### src/rtl/regfile_arb_pkg.sv
// Shared types and constants for the register-file write arbiter.
package regfile_arb_pkg;

  localparam int DEF_DATA_W = 32;
  localparam int DEF_ADDR_W = 5;
  localparam int REG_ZERO   = 0;
  localparam int REG_T9     = 25;

  typedef enum logic [0:0] {
    ARB_NORMAL    = 1'b0,
    ARB_FORCE_EXT = 1'b1
  } arb_state_t;

  typedef struct packed {
    logic [DEF_ADDR_W-1:0] addr;
    logic [DEF_DATA_W-1:0] data;
  } ext_req_t;

endpackage

### src/rtl/regfile_write_arbiter_fifo.sv
// Small synchronous FIFO holding queued external register writes.
// The head entry is read combinationally so the arbiter can grant it and
// capture its data in the same cycle.
module ext_wr_fifo #(
  parameter  int WIDTH = 37,
  parameter  int DEPTH = 4,
  localparam int AW    = $clog2(DEPTH),
  localparam int CW    = $clog2(DEPTH + 1)
) (
  input  logic             clock,
  input  logic             reset,
  input  logic             i_push,
  input  logic [WIDTH-1:0] i_push_data,
  input  logic             i_pop,
  output logic [WIDTH-1:0] o_head_data,
  output logic             o_full,
  output logic             o_empty,
  output logic [CW-1:0]    o_count
);

  logic [WIDTH-1:0] r_mem [DEPTH];
  logic [AW-1:0]    r_wr_ptr;
  logic [AW-1:0]    r_rd_ptr;
  logic [CW-1:0]    r_count;
  logic             w_do_push;
  logic             w_do_pop;

  assign o_full      = (r_count == CW'(DEPTH));
  assign o_empty     = (r_count == '0);
  assign o_count     = r_count;
  assign o_head_data = r_mem[r_rd_ptr];
  // Guard against overflow and underflow regardless of caller behaviour.
  assign w_do_push   = i_push && !o_full;
  assign w_do_pop    = i_pop && !o_empty;

  // Storage array: written on accepted push, no reset needed.
  always_ff @(posedge clock) begin
    if (w_do_push) begin
      r_mem[r_wr_ptr] <= i_push_data;
    end
  end

  // Pointers wrap naturally (power-of-two depth); count tracks occupancy.
  always_ff @(posedge clock) begin
    if (reset) begin
      r_wr_ptr <= '0;
      r_rd_ptr <= '0;
      r_count  <= '0;
    end else begin
      if (w_do_push) r_wr_ptr <= r_wr_ptr + AW'(1);
      if (w_do_pop)  r_rd_ptr <= r_rd_ptr + AW'(1);
      case ({w_do_push, w_do_pop})
        2'b10:   r_count <= r_count + CW'(1);
        2'b01:   r_count <= r_count - CW'(1);
        default: r_count <= r_count;
      endcase
    end
  end

endmodule

### src/rtl/regfile_write_arbiter.sv
// Arbitrates the single register-file write port between CPU writeback
// (priority) and queued external loader writes, with anti-starvation.
module regfile_write_arbiter
  import regfile_arb_pkg::*;
#(
  parameter  int DATA_W       = DEF_DATA_W,
  parameter  int ADDR_W       = DEF_ADDR_W,
  parameter  int FIFO_DEPTH   = 4,
  parameter  int STARVE_LIMIT = 8,
  localparam int CW           = $clog2(FIFO_DEPTH + 1),
  localparam int SW           = $clog2(STARVE_LIMIT + 1)
) (
  input  logic              clock,
  input  logic              reset,
  input  logic              cpu_we,
  input  logic [ADDR_W-1:0] cpu_waddr,
  input  logic [DATA_W-1:0] cpu_wdata,
  input  logic              ext_valid,
  output logic              ext_ready,
  input  logic [ADDR_W-1:0] ext_waddr,
  input  logic [DATA_W-1:0] ext_wdata,
  output logic              rf_we,
  output logic [ADDR_W-1:0] rf_waddr,
  output logic [DATA_W-1:0] rf_wdata,
  output logic              cpu_stall,
  output logic [CW-1:0]     fifo_count
);

  arb_state_t        r_state;
  logic [SW-1:0]     r_starve;
  logic              r_rf_we;
  logic [ADDR_W-1:0] r_rf_waddr;
  logic [DATA_W-1:0] r_rf_wdata;
  logic              r_cpu_stall;

  logic                     w_push;
  logic                     w_pop;
  logic                     w_full;
  logic                     w_empty;
  logic [ADDR_W+DATA_W-1:0] w_head;
  logic                     w_grant_cpu;
  logic                     w_grant;
  logic [ADDR_W-1:0]        w_gnt_addr;
  logic [DATA_W-1:0]        w_gnt_data;
  logic [SW-1:0]            w_starve_next;
  logic                     w_force;

  // Ready depends only on registered occupancy; held low during reset.
  assign ext_ready = !w_full && !reset;
  assign w_push    = ext_valid && ext_ready;

  ext_wr_fifo #(
    .WIDTH (ADDR_W + DATA_W),
    .DEPTH (FIFO_DEPTH)
  ) u_fifo (
    .clock       (clock),
    .reset       (reset),
    .i_push      (w_push),
    .i_push_data ({ext_waddr, ext_wdata}),
    .i_pop       (w_pop),
    .o_head_data (w_head),
    .o_full      (w_full),
    .o_empty     (w_empty),
    .o_count     (fifo_count)
  );

  // Grant selection and starvation tracking for the current cycle.
  always_comb begin
    w_grant_cpu   = (r_state == ARB_NORMAL) && cpu_we;
    w_pop         = !w_empty && ((r_state == ARB_FORCE_EXT) || !cpu_we);
    w_grant       = w_grant_cpu || w_pop;
    w_gnt_addr    = w_grant_cpu ? cpu_waddr : w_head[ADDR_W+DATA_W-1:DATA_W];
    w_gnt_data    = w_grant_cpu ? cpu_wdata : w_head[DATA_W-1:0];
    w_starve_next = '0;
    if ((r_state == ARB_NORMAL) && !w_empty && !w_pop) begin
      w_starve_next = r_starve + SW'(1);
    end
    w_force = (r_state == ARB_NORMAL) && (w_starve_next == SW'(STARVE_LIMIT));
  end

  // FSM, starve counter and registered write-port outputs.
  always_ff @(posedge clock) begin
    if (reset) begin
      r_state     <= ARB_NORMAL;
      r_starve    <= '0;
      r_rf_we     <= 1'b0;
      r_rf_waddr  <= '0;
      r_rf_wdata  <= '0;
      r_cpu_stall <= 1'b0;
    end else begin
      r_state     <= w_force ? ARB_FORCE_EXT : ARB_NORMAL;
      r_cpu_stall <= w_force;
      r_starve    <= w_starve_next;
      // Register 0 writes are consumed but never reach the register file.
      r_rf_we     <= w_grant && (w_gnt_addr != ADDR_W'(REG_ZERO));
      if (w_grant) begin
        r_rf_waddr <= w_gnt_addr;
        r_rf_wdata <= w_gnt_data;
      end
    end
  end

  assign rf_we     = r_rf_we;
  assign rf_waddr  = r_rf_waddr;
  assign rf_wdata  = r_rf_wdata;
  assign cpu_stall = r_cpu_stall;

endmodule

### config.mk
export PLATFORM = sky130hd
export DESIGN_NAME = regfile_write_arbiter
export DESIGN_NICKNAME = d
export VERILOG_FILES = /design/src/rtl/regfile_arb_pkg.sv /design/src/rtl/regfile_write_arbiter_fifo.sv /design/src/rtl/regfile_write_arbiter.sv
export SDC_FILE = /design/constraint.sdc
export NUM_CORES = 1
export LEC_CHECK = 0
export ABC_AREA = 1
export CAP_MARGIN = 20
export CORE_MARGIN = 3
export CORE_UTILIZATION = 48
export CTS_BUF_LIST = sky130_fd_sc_hd__clkbuf_4 sky130_fd_sc_hd__clkbuf_8
export DETAILED_ROUTE_END_ITERATION = 8
export DONT_BUFFER_PORTS = 1
export PLACE_DENSITY = 0.62
export REMOVE_ABC_BUFFERS = 1
export SYNTH_ARGS = -nofsm -noshare
export SYNTH_HDL_FRONTEND = slang
export SYNTH_SLANG_ARGS = --single-unit
### constraint.sdc
create_clock -name clock -period 4.16 [get_ports clock]
set_input_delay 0.624 -clock clock [delete_from_list [all_inputs] [get_ports clock]]
set_output_delay 0.624 -clock clock [all_outputs]
set_load 0.02 [all_outputs]
# After elaboration in Yosys (flattened, before gate mapping)

Memories as Yosys holds them, arrays and structs flattened. A register that Yosys moved wholly into a read port is not among the register bits.
Cells that the tools add are included.
W data, S select, Z words.

Mux-type cells: 9
Magnitude comparators: 0
Add/sub/neg operators: 5
Shifts and indexed selects: 0
Reductions and logical operators: 20
Bitwise gates (word level): 1
Divide/modulo/power cells: 0
Eq/ne operators: 4
Multiply operators: 0

Operators by type and width:

| kind                  | count |
|---|---|
| $mux W32              | 1 |
| $logic_and A1 B1 Y1   | 10 |
| $pmux W3 S2           | 1 |
| $logic_not A1 Y1      | 5 |
| $mux W5               | 1 |
| $reduce_bool A5 Y1    | 1 |
| $add A2 B1 Y2 const B | 2 |
| $add A4 B1 Y4 const B | 1 |
| $eq A4 B4 Y1 const B  | 1 |
| $mux W2               | 2 |
| $mux W4               | 1 |
| $add A3 B1 Y3 const B | 1 |
| $eq A3 B3 Y1 const B  | 1 |
| $logic_not A3 Y1      | 1 |
| $mux W1               | 3 |
| $sub A3 B1 Y3 const B | 1 |
| $eq A2 B1 Y1 const B  | 1 |
| $eq A2 B2 Y1 const B  | 1 |
| $logic_or A1 B1 Y1    | 2 |
| $reduce_bool A2 Y1    | 1 |
| $not A1 Y1            | 1 |

Logic and storage cells: 49
Register bits: 51
Memories kept: 1
Bits of input ports: 78
Memory bits (read-only): 0
Bits in latches: 0
Output and inout bits: 43
Bits in writable memories: 148

Memory list:

| memory       | depth | bits a word | read ports | clocked after Yosys merged registers in | write ports | line                             | text |
|---|---|---|---|---|---|---|---|
| u_fifo.r_mem | 4     | 37          | 1          | 1                                       | 1           | regfile_write_arbiter_fifo.sv:21 | `logic [WIDTH-1:0] r_mem [DEPTH];` |

# Depth between registers and ports, before layout

Gate-level depths: netlist of the first run.

Depth after elaboration: 9
Mapped depth: 11
Gate-level depth less buffers: 10

# Cells and area by module

Synthesis of the first run repeated with hierarchy kept, for this count alone.

Cell total of the unflattened synthesis: 739
Area total of the unflattened synthesis: 8056.5 um^2

By module, submodules not included:

| module                | instances | area an instance (um^2) | cells an instance | seq. area each (um^2) |
|---|---|---|---|---|
| ext_wr_fifo           | 1         | 5972.0                  | 428               | 4624.4 |
| regfile_write_arbiter | 1         | 2084.5                  | 311               | 860.8 |

# Least setup slack after synthesis of the first run

Ideal clock, no wire load.

Kind: input to register
From: in reset
To: mem u_fifo.r_mem[0][0] (enable)
Path slack: 0.894 ns
Path buffers: 0
Required time: 3.729 ns
Setup time: 0.431 ns
Stages: 3
Arrival time: 2.835 ns
Path through: a21oi_1 > nand2_2 > nor2_1

Longest elaborated chain between the ends: 6

RTL lines:

| what                          | line                             | text |
|---|---|---|
| from (decl)                   | regfile_write_arbiter.sv:14      | `input logic reset,` |
| $logic_not A1 Y1              | regfile_write_arbiter.sv:49      | `assign ext_ready = !w_full && !reset;` |
| $logic_and A1 B1 Y1           | regfile_write_arbiter.sv:49      |  |
| $logic_and A1 B1 Y1           | regfile_write_arbiter.sv:50      | `assign w_push = ext_valid && ext_ready;` |
| $logic_and A1 B1 Y1           | regfile_write_arbiter_fifo.sv:33 | `assign w_do_push = i_push && !o_full;` |
| $mux W1                       | regfile_write_arbiter_fifo.sv:38 | `if (w_do_push) begin` |
| $mux W1 (not written as such) | regfile_write_arbiter_fifo.sv:39 | `r_mem[r_wr_ptr] <= i_push_data;` |
| to (decl)                     | regfile_write_arbiter_fifo.sv:21 |  |

Every way passes these cells.

# Worst setup path in the final report of the first run

From: reg u_fifo.r_count[1], in the netlist u_fifo.o_count[1]
To: mem u_fifo.r_mem[0][9] (enable)

Longest elaborated chain between the ends: 7

RTL lines:

| what                          | line                             | text |
|---|---|---|
| from (decl)                   | regfile_write_arbiter_fifo.sv:24 | `logic [CW-1:0] r_count;` |
| from (signal assigned)        | regfile_write_arbiter_fifo.sv:53 | `2'b10: r_count <= r_count + CW'(1);` |
| from (signal assigned)        | regfile_write_arbiter_fifo.sv:54 | `2'b01: r_count <= r_count - CW'(1);` |
| from (signal assigned)        | regfile_write_arbiter_fifo.sv:55 | `default: r_count <= r_count;` |
| $eq A3 B3 Y1                  | regfile_write_arbiter_fifo.sv:28 | `assign o_full = (r_count == CW'(DEPTH));` |
| $logic_not A1 Y1              | regfile_write_arbiter.sv:49      |  |
| $logic_and A1 B1 Y1           | regfile_write_arbiter.sv:49      |  |
| net ext_ready                 | regfile_write_arbiter.sv:19      | `output logic ext_ready,` |
| $logic_and A1 B1 Y1           | regfile_write_arbiter.sv:50      |  |
| $logic_and A1 B1 Y1           | regfile_write_arbiter_fifo.sv:33 |  |
| $mux W1                       | regfile_write_arbiter_fifo.sv:38 |  |
| $mux W1 (not written as such) | regfile_write_arbiter_fifo.sv:39 |  |

The timed path passes the listed nets, and every way through them passes these cells.

==> report_table.html, run 1 <==
<table>
<tr><th>Metric</th><th>Value</th></tr>
<tr><th colspan="2">Job</th></tr>
<tr><td>Number of violations of the max-capacitance limit</td><td>0</td></tr>
<tr><th colspan="2">Timing</th></tr>
<tr><td>Slew Limit Fails</td><td>0</td></tr>
<tr><td>Final setup vio count</td><td>0</td></tr>
<tr><td>Setup total negative slack</td><td>0 ns</td></tr>
<tr><td>Clock skew after layout</td><td>0.00971 ns</td></tr>
<tr><td>Worst rel slew slack</td><td>between 30% and 40%</td></tr>
<tr><td>Final worst path period need</td><td>~2.8 ns</td></tr>
<tr><td>Top achievable clock speed</td><td>about 0.35 GHz</td></tr>
<tr><td>Final hold violations</td><td>0</td></tr>
<tr><td>Worst path setup slack after routing</td><td>1.32 ns</td></tr>
<tr><td>Final Cycle Share</td><td>~70%</td></tr>
<tr><td>RSZ-0062 raised after global routing</td><td>false</td></tr>
<tr><td>Worst Max-Slew Pin Slew</td><td>~0.95 ns</td></tr>
<tr><th colspan="2">Setup path</th></tr>
<tr><td>Kind of capture point of the worst setup path</td><td>register</td></tr>
<tr><td>Endpoint required time on the critical path</td><td>roughly 4.3 ns</td></tr>
<tr><td>Origin of the critical flop-to-flop path</td><td>u_fifo.o_count[1]</td></tr>
<tr><td>Register-to-register setup slack</td><td>between 1 and 1.5 ns</td></tr>
<tr><td>Arrival time worst endpoint</td><td>around 3 ns</td></tr>
<tr><td>R2R depth</td><td>5</td></tr>
<tr><td>End of the worst register-to-register path</td><td>u_fifo.r_mem[0][9]</td></tr>
<tr><td>Type of the worst setup path</td><td>register to register</td></tr>
<tr><td>Kind of launch point of the worst setup path</td><td>register</td></tr>
<tr><td>Maximum fanout along the worst path</td><td>23</td></tr>
<tr><th colspan="2">Clocking</th></tr>
<tr><td>Post-cts sizing count</td><td>0</td></tr>
<tr><td>CTS buffer count</td><td>17</td></tr>
<tr><td>Number of buffers inserted for hold repair after clock tree synthesis</td><td>0</td></tr>
<tr><td>Number of setup buffers added after CTS</td><td>0</td></tr>
<tr><td>H-Tree Depth</td><td>4</td></tr>
<tr><td>Clock latency of the later-clocked register in the worst-skew pair</td><td>about 0.45 ns</td></tr>
<tr><td>CTS tree</td><td>built</td></tr>
<tr><td>Clock Path Buffers</td><td>2</td></tr>
<tr><td>Clock Tree Root</td><td>sky130_fd_sc_hd__clkbuf_8</td></tr>
<tr><td>Clock slew at the register clock pins of the worst setup and hold paths</td><td>about 0.09 ns</td></tr>
<tr><td>Clk sinks</td><td>200</td></tr>
<tr><th colspan="2">Layout</th></tr>
<tr><td>Number of standard cells in the final layout excluding fillers</td><td>a little under 900</td></tr>
<tr><td>Fraction of final layout cells sized beyond drive strength 1</td><td>8.02%</td></tr>
<tr><td>Post-layout utilization of the core</td><td>54.0%</td></tr>
<tr><td>Total inserted antenna cells</td><td>0</td></tr>
<tr><td>Synthesis-to-finish area growth</td><td>7.52%</td></tr>
<tr><td>Number of nets in the finished design</td><td>roughly 750</td></tr>
<tr><th colspan="2">Yosys</th></tr>
<tr><td>Top-count cell post-synth</td><td>sky130_fd_sc_hd__edfxtp_1</td></tr>
<tr><td>Cell types with the highest counts after synthesis</td><td>sky130_fd_sc_hd__edfxtp_1, sky130_fd_sc_hd__nand2_1, sky130_fd_sc_hd__nor2_1</td></tr>
<tr><td>Area of the mapped netlist</td><td>0.00780 sq mm</td></tr>
<tr><td>Most used DFF post-synth</td><td>sky130_fd_sc_hd__edfxtp_1</td></tr>
<tr><td>Gate Count Post-Synth</td><td>between 600 and 700</td></tr>
<tr><td>Syn Area/Cell</td><td>11.6 sq um</td></tr>
<tr><td>Number of distinct library cells after synthesis</td><td>28</td></tr>
<tr><td>Register area share after synthesis</td><td>between 70% and 80%</td></tr>
<tr><td>Proportion of synthesized flip-flops having asynchronous set or reset</td><td>0%</td></tr>
<tr><td>Count of flip-flops with a built-in enable after synthesis</td><td>approximately 150</td></tr>
<tr><td>Count of state elements after synthesis</td><td>200</td></tr>
<tr><td>Count of synthesis-stage warnings from yosys</td><td>0</td></tr>
<tr><td>Cell type with the highest aggregate area in the netlist</td><td>sky130_fd_sc_hd__edfxtp_1</td></tr>
<tr><td>Biggest area contributors in the synthesized netlist</td><td>sky130_fd_sc_hd__edfxtp_1, sky130_fd_sc_hd__dfxtp_1, sky130_fd_sc_hd__o21ai_0</td></tr>
<tr><td>Post-synth top area share</td><td>57.0%</td></tr>
<tr><th colspan="2">Routing</th></tr>
<tr><td>Total Wirelength</td><td>16,700 microns</td></tr>
<tr><td>Vias</td><td>between 4,000 and 5,000</td></tr>
<tr><td>Routed length per placed instance</td><td>approximately 19 microns</td></tr>
<tr><td>Number of nets with antenna violations after detailed routing</td><td>0</td></tr>
<tr><td>Via density</td><td>approximately 5.6</td></tr>
<tr><td>DRT iter0 DRCs</td><td>about 380</td></tr>
<tr><td>Initial DRT Pass Iterations</td><td>5</td></tr>
<tr><td>Post-detailed-route DRC marker count</td><td>0</td></tr>
<tr><th colspan="2">Power</th></tr>
<tr><td>Max rail drop VDD</td><td>~0.27 mV</td></tr>
<tr><td>PD cells</td><td>approximately 560 mW/mm^2</td></tr>
<tr><td>Standby leakage power</td><td>2.92 nW</td></tr>
<tr><th colspan="2">GRT</th></tr>
<tr><td>Number of global-route vias before repair</td><td>about 4,900</td></tr>
<tr><td>Pin count of the biggest net entering global routing</td><td>75</td></tr>
<tr><td>Leftover overflow at the end of global routing</td><td>0</td></tr>
<tr><td>Global router's overall resource usage</td><td>between 10% and 20%</td></tr>
<tr><td>First-pass GRT wire length</td><td>approximately 26,000 microns</td></tr>
<tr><td>Initial antenna violation count</td><td>0</td></tr>
<tr><th colspan="2">Placement</th></tr>
<tr><td>IO buf count</td><td>0</td></tr>
<tr><td>Weighted congestion reported at the end of routability-driven placement</td><td>approximately 0.7</td></tr>
<tr><td>Pre-CTS WS</td><td>approximately 1.3 ns</td></tr>
<tr><td>Post-placement cell count</td><td>851</td></tr>
<tr><td>Detailed placer's ending HPWL</td><td>just over 10,000 microns</td></tr>
<tr><th colspan="2">Hold path</th></tr>
<tr><td>Cell depth of the worst hold path</td><td>1</td></tr>
<tr><td>Path type of the worst min-delay path</td><td>primary input to register</td></tr>
<tr><td>Worst Min Path Start</td><td>reset</td></tr>
<tr><td>End point of the most critical hold path</td><td>u_fifo.o_count[1]</td></tr>
<tr><th colspan="2">Die</th></tr>
<tr><td>Width of the chip</td><td>133 microns</td></tr>
<tr><td>Die boundary height</td><td>approximately 130 microns</td></tr>
<tr><td>I/O pin cnt</td><td>approximately 120</td></tr>
<tr><td>Core footprint</td><td>roughly 0.016 sq mm</td></tr>
<tr><td># rows</td><td>45</td></tr>
<tr><td>Total Die Area</td><td>approximately 0.018 sq mm</td></tr>
<tr><td>Initial standard-cell utilization of the core</td><td>roughly half</td></tr>
<tr><th colspan="2">Run status</th></tr>
<tr><td>Result of the run</td><td>finished clean</td></tr>
</table>
[metal layers]
layer / vias to the layer above / global-route usage (%) / share of wire [%]
li1: 2367 / - / -
met1: 2375 / 24.0 / 42
met2: 174 / 30.9 / 49
met3: 16 / 5.97 / 7.8
met4: 0 / 5.77 / 1.1
met5: - / 0 / 0
[stage by stage]
step / hold slack [ns] / total power [W] / area (sq um)
4_1_cts: 0.198 / 0.00471 / 8360
3_3_place_gp: 0.438 / 0.00336 / 7920
5_1_grt: 0.203 / 0.00492 / 8390
2_1_floorplan: 0.430 / 0.00314 / 7550
3_5_place_dp: 0.449 / 0.00339 / 7920
6_report: 0.237 / 0.00468 / 8390
[power by group]
part           total (W)  internal [W]  switching, W
sequential       0.00257       0.00232      0.000251
clock            0.00134      0.000693      0.000643
combinational   0.000775      0.000234      0.000540
[kinds of logic (layout without fill, tap and decap cells)]
kind of cell,count (synthesis),count (layout),synth area share (%)
DFF,200,200,70.3
and+or+nand+nor,194,194,9.95
AOI/OAI and AO/OA,192,192,13.3
buffers and inverters,77,78,4.93
adders and majority gates,7,7,1.22
xor gates and xnor gates,2,2,0.225
[state kept, by name (all words and copies together), names as in the netlist, named ones only]
register / count
u_fifo.o_count: 3
r_state: 1
r_starve: 4
u_fifo.r_rd_ptr: 2
rf_wdata: 32
rf_we: 1
u_fifo.r_mem: 148
u_fifo.r_wr_ptr: 2
rf_waddr: 5
[area by class of cell]
type	instances	area, sq um
clock buffers	20	269
flip-flops and latches	200	5490
repair buffers	11	103
inverters	35	131
well taps	211	264
fillers	1369	7150
clock inverters	12	171
multi-input cells	395	1960
[worst max-delay path by stage]
stage                                  from                  end  slack [ns]
final                     u_fifo.o_count[1]   u_fifo.r_mem[0][9]        1.32
after CTS                 u_fifo.o_count[1]  u_fifo.r_mem[0][14]        1.26
after global routing      u_fifo.o_count[1]  u_fifo.r_mem[0][28]        1.10
after global placement             register                rf_we        1.24
after detailed placement  u_fifo.o_count[1]  u_fifo.r_mem[0][21]        1.28
after floorplan                       reset   u_fifo.r_mem[0][0]        0.89
[cells in the final DEF (no fill, tap or decap), drive strengths merged, types with 11 or more instances in the layout]
master    n
nor2     78
inv      36
edfxtp  148
clkbuf   20
nand2    94
o22ai    32
buf      11
o21ai   110
nand3    18
dfxtp    52
a21oi    18
a31oi    32
[critical path, stage by stage (launching register included)]
cell                      delay, ns
sky130_fd_sc_hd__dfxtp_1       0.50
sky130_fd_sc_hd__nor2_1        0.15
sky130_fd_sc_hd__a21oi_1       0.48
sky130_fd_sc_hd__nand2_2       0.33
sky130_fd_sc_hd__nor2_4        0.69
sky130_fd_sc_hd__buf_4         0.38
No activity file was read; power rests on OpenSTA's default activity.
==> inputs of run 2 (changes only) <==
==> constraint.sdc (replaced) <==
create_clock -name clock -period 2.8 [get_ports clock]
set_input_delay 0.42 -clock clock [delete_from_list [all_inputs] [get_ports clock]]
set_output_delay 0.42 -clock clock [all_outputs]
set_load 0.02 [all_outputs]
==> report_table.html, run 2 (synthesis results as in run 1) <==
<table>
<tr><th>Metric</th><th>Value</th></tr>
<tr><th colspan="2">Run status</th></tr>
<tr><td>Result of the run</td><td>finished clean</td></tr>
<tr><th colspan="2">GRT</th></tr>
<tr><td>Number of global-route vias before repair</td><td>roughly 4,900</td></tr>
<tr><td>First-pass GRT wire length</td><td>25,900 microns</td></tr>
<tr><td>Pin count of the biggest net entering global routing</td><td>55</td></tr>
<tr><td>Initial antenna violation count</td><td>0</td></tr>
<tr><td>Leftover overflow at the end of global routing</td><td>0</td></tr>
<tr><td>Global router's overall resource usage</td><td>19.1%</td></tr>
<tr><th colspan="2">Clocking</th></tr>
<tr><td>H-Tree Depth</td><td>4</td></tr>
<tr><td>Clock latency of the later-clocked register in the worst-skew pair</td><td>between 0.4 and 0.5 ns</td></tr>
<tr><td>CTS buffer count</td><td>17</td></tr>
<tr><td>Clock Path Buffers</td><td>2</td></tr>
<tr><td>Clock Tree Root</td><td>sky130_fd_sc_hd__clkbuf_8</td></tr>
<tr><td>CTS tree</td><td>built</td></tr>
<tr><td>Clock slew at the register clock pins of the worst setup and hold paths</td><td>~0.10 ns</td></tr>
<tr><td>Clk sinks</td><td>200</td></tr>
<tr><th colspan="2">Setup path</th></tr>
<tr><td>Kind of launch point of the worst setup path</td><td>register</td></tr>
<tr><td>Register-to-register setup slack</td><td>0.59 ns</td></tr>
<tr><td>Origin of the critical flop-to-flop path</td><td>u_fifo.o_count[1]</td></tr>
<tr><td>Kind of capture point of the worst setup path</td><td>register</td></tr>
<tr><td>Critical path destination</td><td>u_fifo.o_count[2]</td></tr>
<tr><td>R2R depth</td><td>9</td></tr>
<tr><td>Beginning of the critical path</td><td>u_fifo.o_count[1]</td></tr>
<tr><td>Type of the worst setup path</td><td>register to register</td></tr>
<tr><td>Arrival time worst endpoint</td><td>approximately 2.6 ns</td></tr>
<tr><td>End of the worst register-to-register path</td><td>u_fifo.o_count[2]</td></tr>
<tr><td>Maximum fanout along the worst path</td><td>5</td></tr>
<tr><td>Endpoint required time on the critical path</td><td>between 3 and 4 ns</td></tr>
<tr><th colspan="2">Power</th></tr>
<tr><td>Max rail drop VDD</td><td>0.521 mV</td></tr>
<tr><td>PD cells</td><td>between 800 and 900 mW/mm^2</td></tr>
<tr><td>Standby leakage power</td><td>2.97 nW</td></tr>
<tr><td>Overall power after layout</td><td>roughly 0.0069 W</td></tr>
<tr><th colspan="2">Die</th></tr>
<tr><td># rows</td><td>between 40 and 50</td></tr>
<tr><td>I/O pin cnt</td><td>between 100 and 150</td></tr>
<tr><td>Initial standard-cell utilization of the core</td><td>about half</td></tr>
<tr><td>Total Die Area</td><td>0.0178 sq mm</td></tr>
<tr><td>Width of the chip</td><td>~130 microns</td></tr>
<tr><td>Core footprint</td><td>~0.016 sq mm</td></tr>
<tr><td>Die boundary height</td><td>between 100 and 150 microns</td></tr>
<tr><th colspan="2">Layout</th></tr>
<tr><td>Most common cell after layout, fill and taps aside</td><td>sky130_fd_sc_hd__edfxtp_1</td></tr>
<tr><td>Top library cells by usage in the layout, fill and taps aside</td><td>sky130_fd_sc_hd__edfxtp_1, sky130_fd_sc_hd__nand2_1, sky130_fd_sc_hd__nor2_1, sky130_fd_sc_hd__o21ai_0, sky130_fd_sc_hd__dfxtp_1</td></tr>
<tr><td>Total inserted antenna cells</td><td>0</td></tr>
<tr><td>Post-layout utilization of the core</td><td>between 50% and 60%</td></tr>
<tr><td>Max reg flops</td><td>148</td></tr>
<tr><td>Number of nets in the finished design</td><td>755</td></tr>
<tr><td>Register name with the most flops</td><td>u_fifo.r_mem</td></tr>
<tr><td>Synthesis-to-finish area growth</td><td>8.65%</td></tr>
<tr><td>Layout fillers</td><td>roughly 1,300</td></tr>
<tr><td>Fraction of final layout cells sized beyond drive strength 1</td><td>9.37%</td></tr>
<tr><th colspan="2">Routing</th></tr>
<tr><td>Post-detailed-route DRC marker count</td><td>0</td></tr>
<tr><td>Routed length per placed instance</td><td>around 19 microns</td></tr>
<tr><td>Number of nets with antenna violations after detailed routing</td><td>0</td></tr>
<tr><td>Vias</td><td>approximately 5,000</td></tr>
<tr><td>DRT iter0 DRCs</td><td>336</td></tr>
<tr><td>Total Wirelength</td><td>approximately 17,000 microns</td></tr>
<tr><td>Via density</td><td>around 5.5</td></tr>
<tr><td>Initial DRT Pass Iterations</td><td>5</td></tr>
<tr><th colspan="2">Timing</th></tr>
<tr><td>Clock skew after layout</td><td>0.0119 ns</td></tr>
<tr><td>Final hold violations</td><td>0</td></tr>
<tr><td>Final worst path period need</td><td>about 2.2 ns</td></tr>
<tr><td>Slew Limit Fails</td><td>0</td></tr>
<tr><td>Worst Max-Slew Pin Slew</td><td>just under 0.7 ns</td></tr>
<tr><td>Final setup vio count</td><td>0</td></tr>
<tr><td>Top achievable clock speed</td><td>approximately 0.45 GHz</td></tr>
<tr><td>Final Cycle Share</td><td>79.0%</td></tr>
<tr><td>Worst rel slew slack</td><td>53.6%</td></tr>
<tr><td>RSZ-0062 raised after global routing</td><td>false</td></tr>
<tr><th colspan="2">Hold path</th></tr>
<tr><td>Path type of the worst min-delay path</td><td>primary input to register</td></tr>
<tr><th colspan="2">Placement</th></tr>
<tr><td>IO buf count</td><td>0</td></tr>
<tr><td>Weighted congestion reported at the end of routability-driven placement</td><td>~0.7</td></tr>
<tr><td>Detailed placer's ending HPWL</td><td>10,300 microns</td></tr>
<tr><th colspan="2">Job</th></tr>
<tr><td>Number of violations of the max-capacitance limit</td><td>0</td></tr>
</table>
run 2: per-stage QoR:
step           cell area, sq um  std cells  setup slack, ns  hold WS (ns)  TNS (ns)
5_1_grt                    8470        894            0.359       0.00309         0
4_1_cts                    8470        894            0.587       0.00588         0
2_1_floorplan              7550        630           -0.447         0.430    -66.48
6_report                   8470        894            0.588        0.0379         0
3_5_place_dp               8040        861            0.607         0.452         0
3_3_place_gp               8040        861            0.653         0.436         0
run 2: report_power, final:
group,total [W],switching (W),internal (W)
clock,0.00191,0.000957,0.000951
sequential,0.00381,0.000362,0.00345
combinational,0.00119,0.000813,0.000380
total,0.00691,0.00213,0.00478
run 2: area by class of cell:
type | instances | area (sq um) | share of cell area (%)
Tap cell | 211 | 264 | 3.12
Inverter | 35 | 131 | 1.55
Clock buffer | 20 | 275 | 3.25
Timing Repair Buffer | 21 | 210 | 2.48
Clock inverter | 12 | 145 | 1.71
Sequential cell | 200 | 5490 | 64.8
Multi-Input combinational cell | 395 | 1960 | 23.1
run 2: repair_timing:
item / 4_1_cts / 5_1_grt
resized for setup: 0 / 0
endpoints found under the hold margin: 1 / 0
hold buffers: 1 / 0
buffers inserted: 0 / 0
run 2: layer usage:
metal  routed length, microns  global-route usage, %
met5                        0                      0
met4                      154                   6.00
met3                     1260                   6.31
met2                     8180                   31.8
met1                     7270                   23.8
run 2: how the worst min path moves through the flow:
stage	from	end	slack (ns)	cells past startpoint
global placement	u_fifo.r_rd_ptr[1]	register	0.44	2
floorplan	r_starve[0]	r_starve[0]	0.43	1
CTS	ext_wdata[5]	u_fifo.r_mem[0][5]	0.006	0
finish	ext_wdata[12]	u_fifo.r_mem[0][12]	0.04	0
detailed placement	u_fifo.r_rd_ptr[1]	register	0.45	2
global route	ext_wdata[3]	u_fifo.r_mem[2][3]	0.003	0
run 2: critical path, cell delays in order, from the launching register on:
cell,delay (ns)
sky130_fd_sc_hd__dfxtp_1,0.51
sky130_fd_sc_hd__nor2_1,0.15
sky130_fd_sc_hd__a21oi_1,0.32
sky130_fd_sc_hd__ha_1,0.20
sky130_fd_sc_hd__inv_1,0.07
sky130_fd_sc_hd__fa_1,0.38
sky130_fd_sc_hd__a21oi_1,0.15
sky130_fd_sc_hd__o21ai_0,0.12
sky130_fd_sc_hd__o21ai_0,0.16
sky130_fd_sc_hd__a21oi_1,0.05
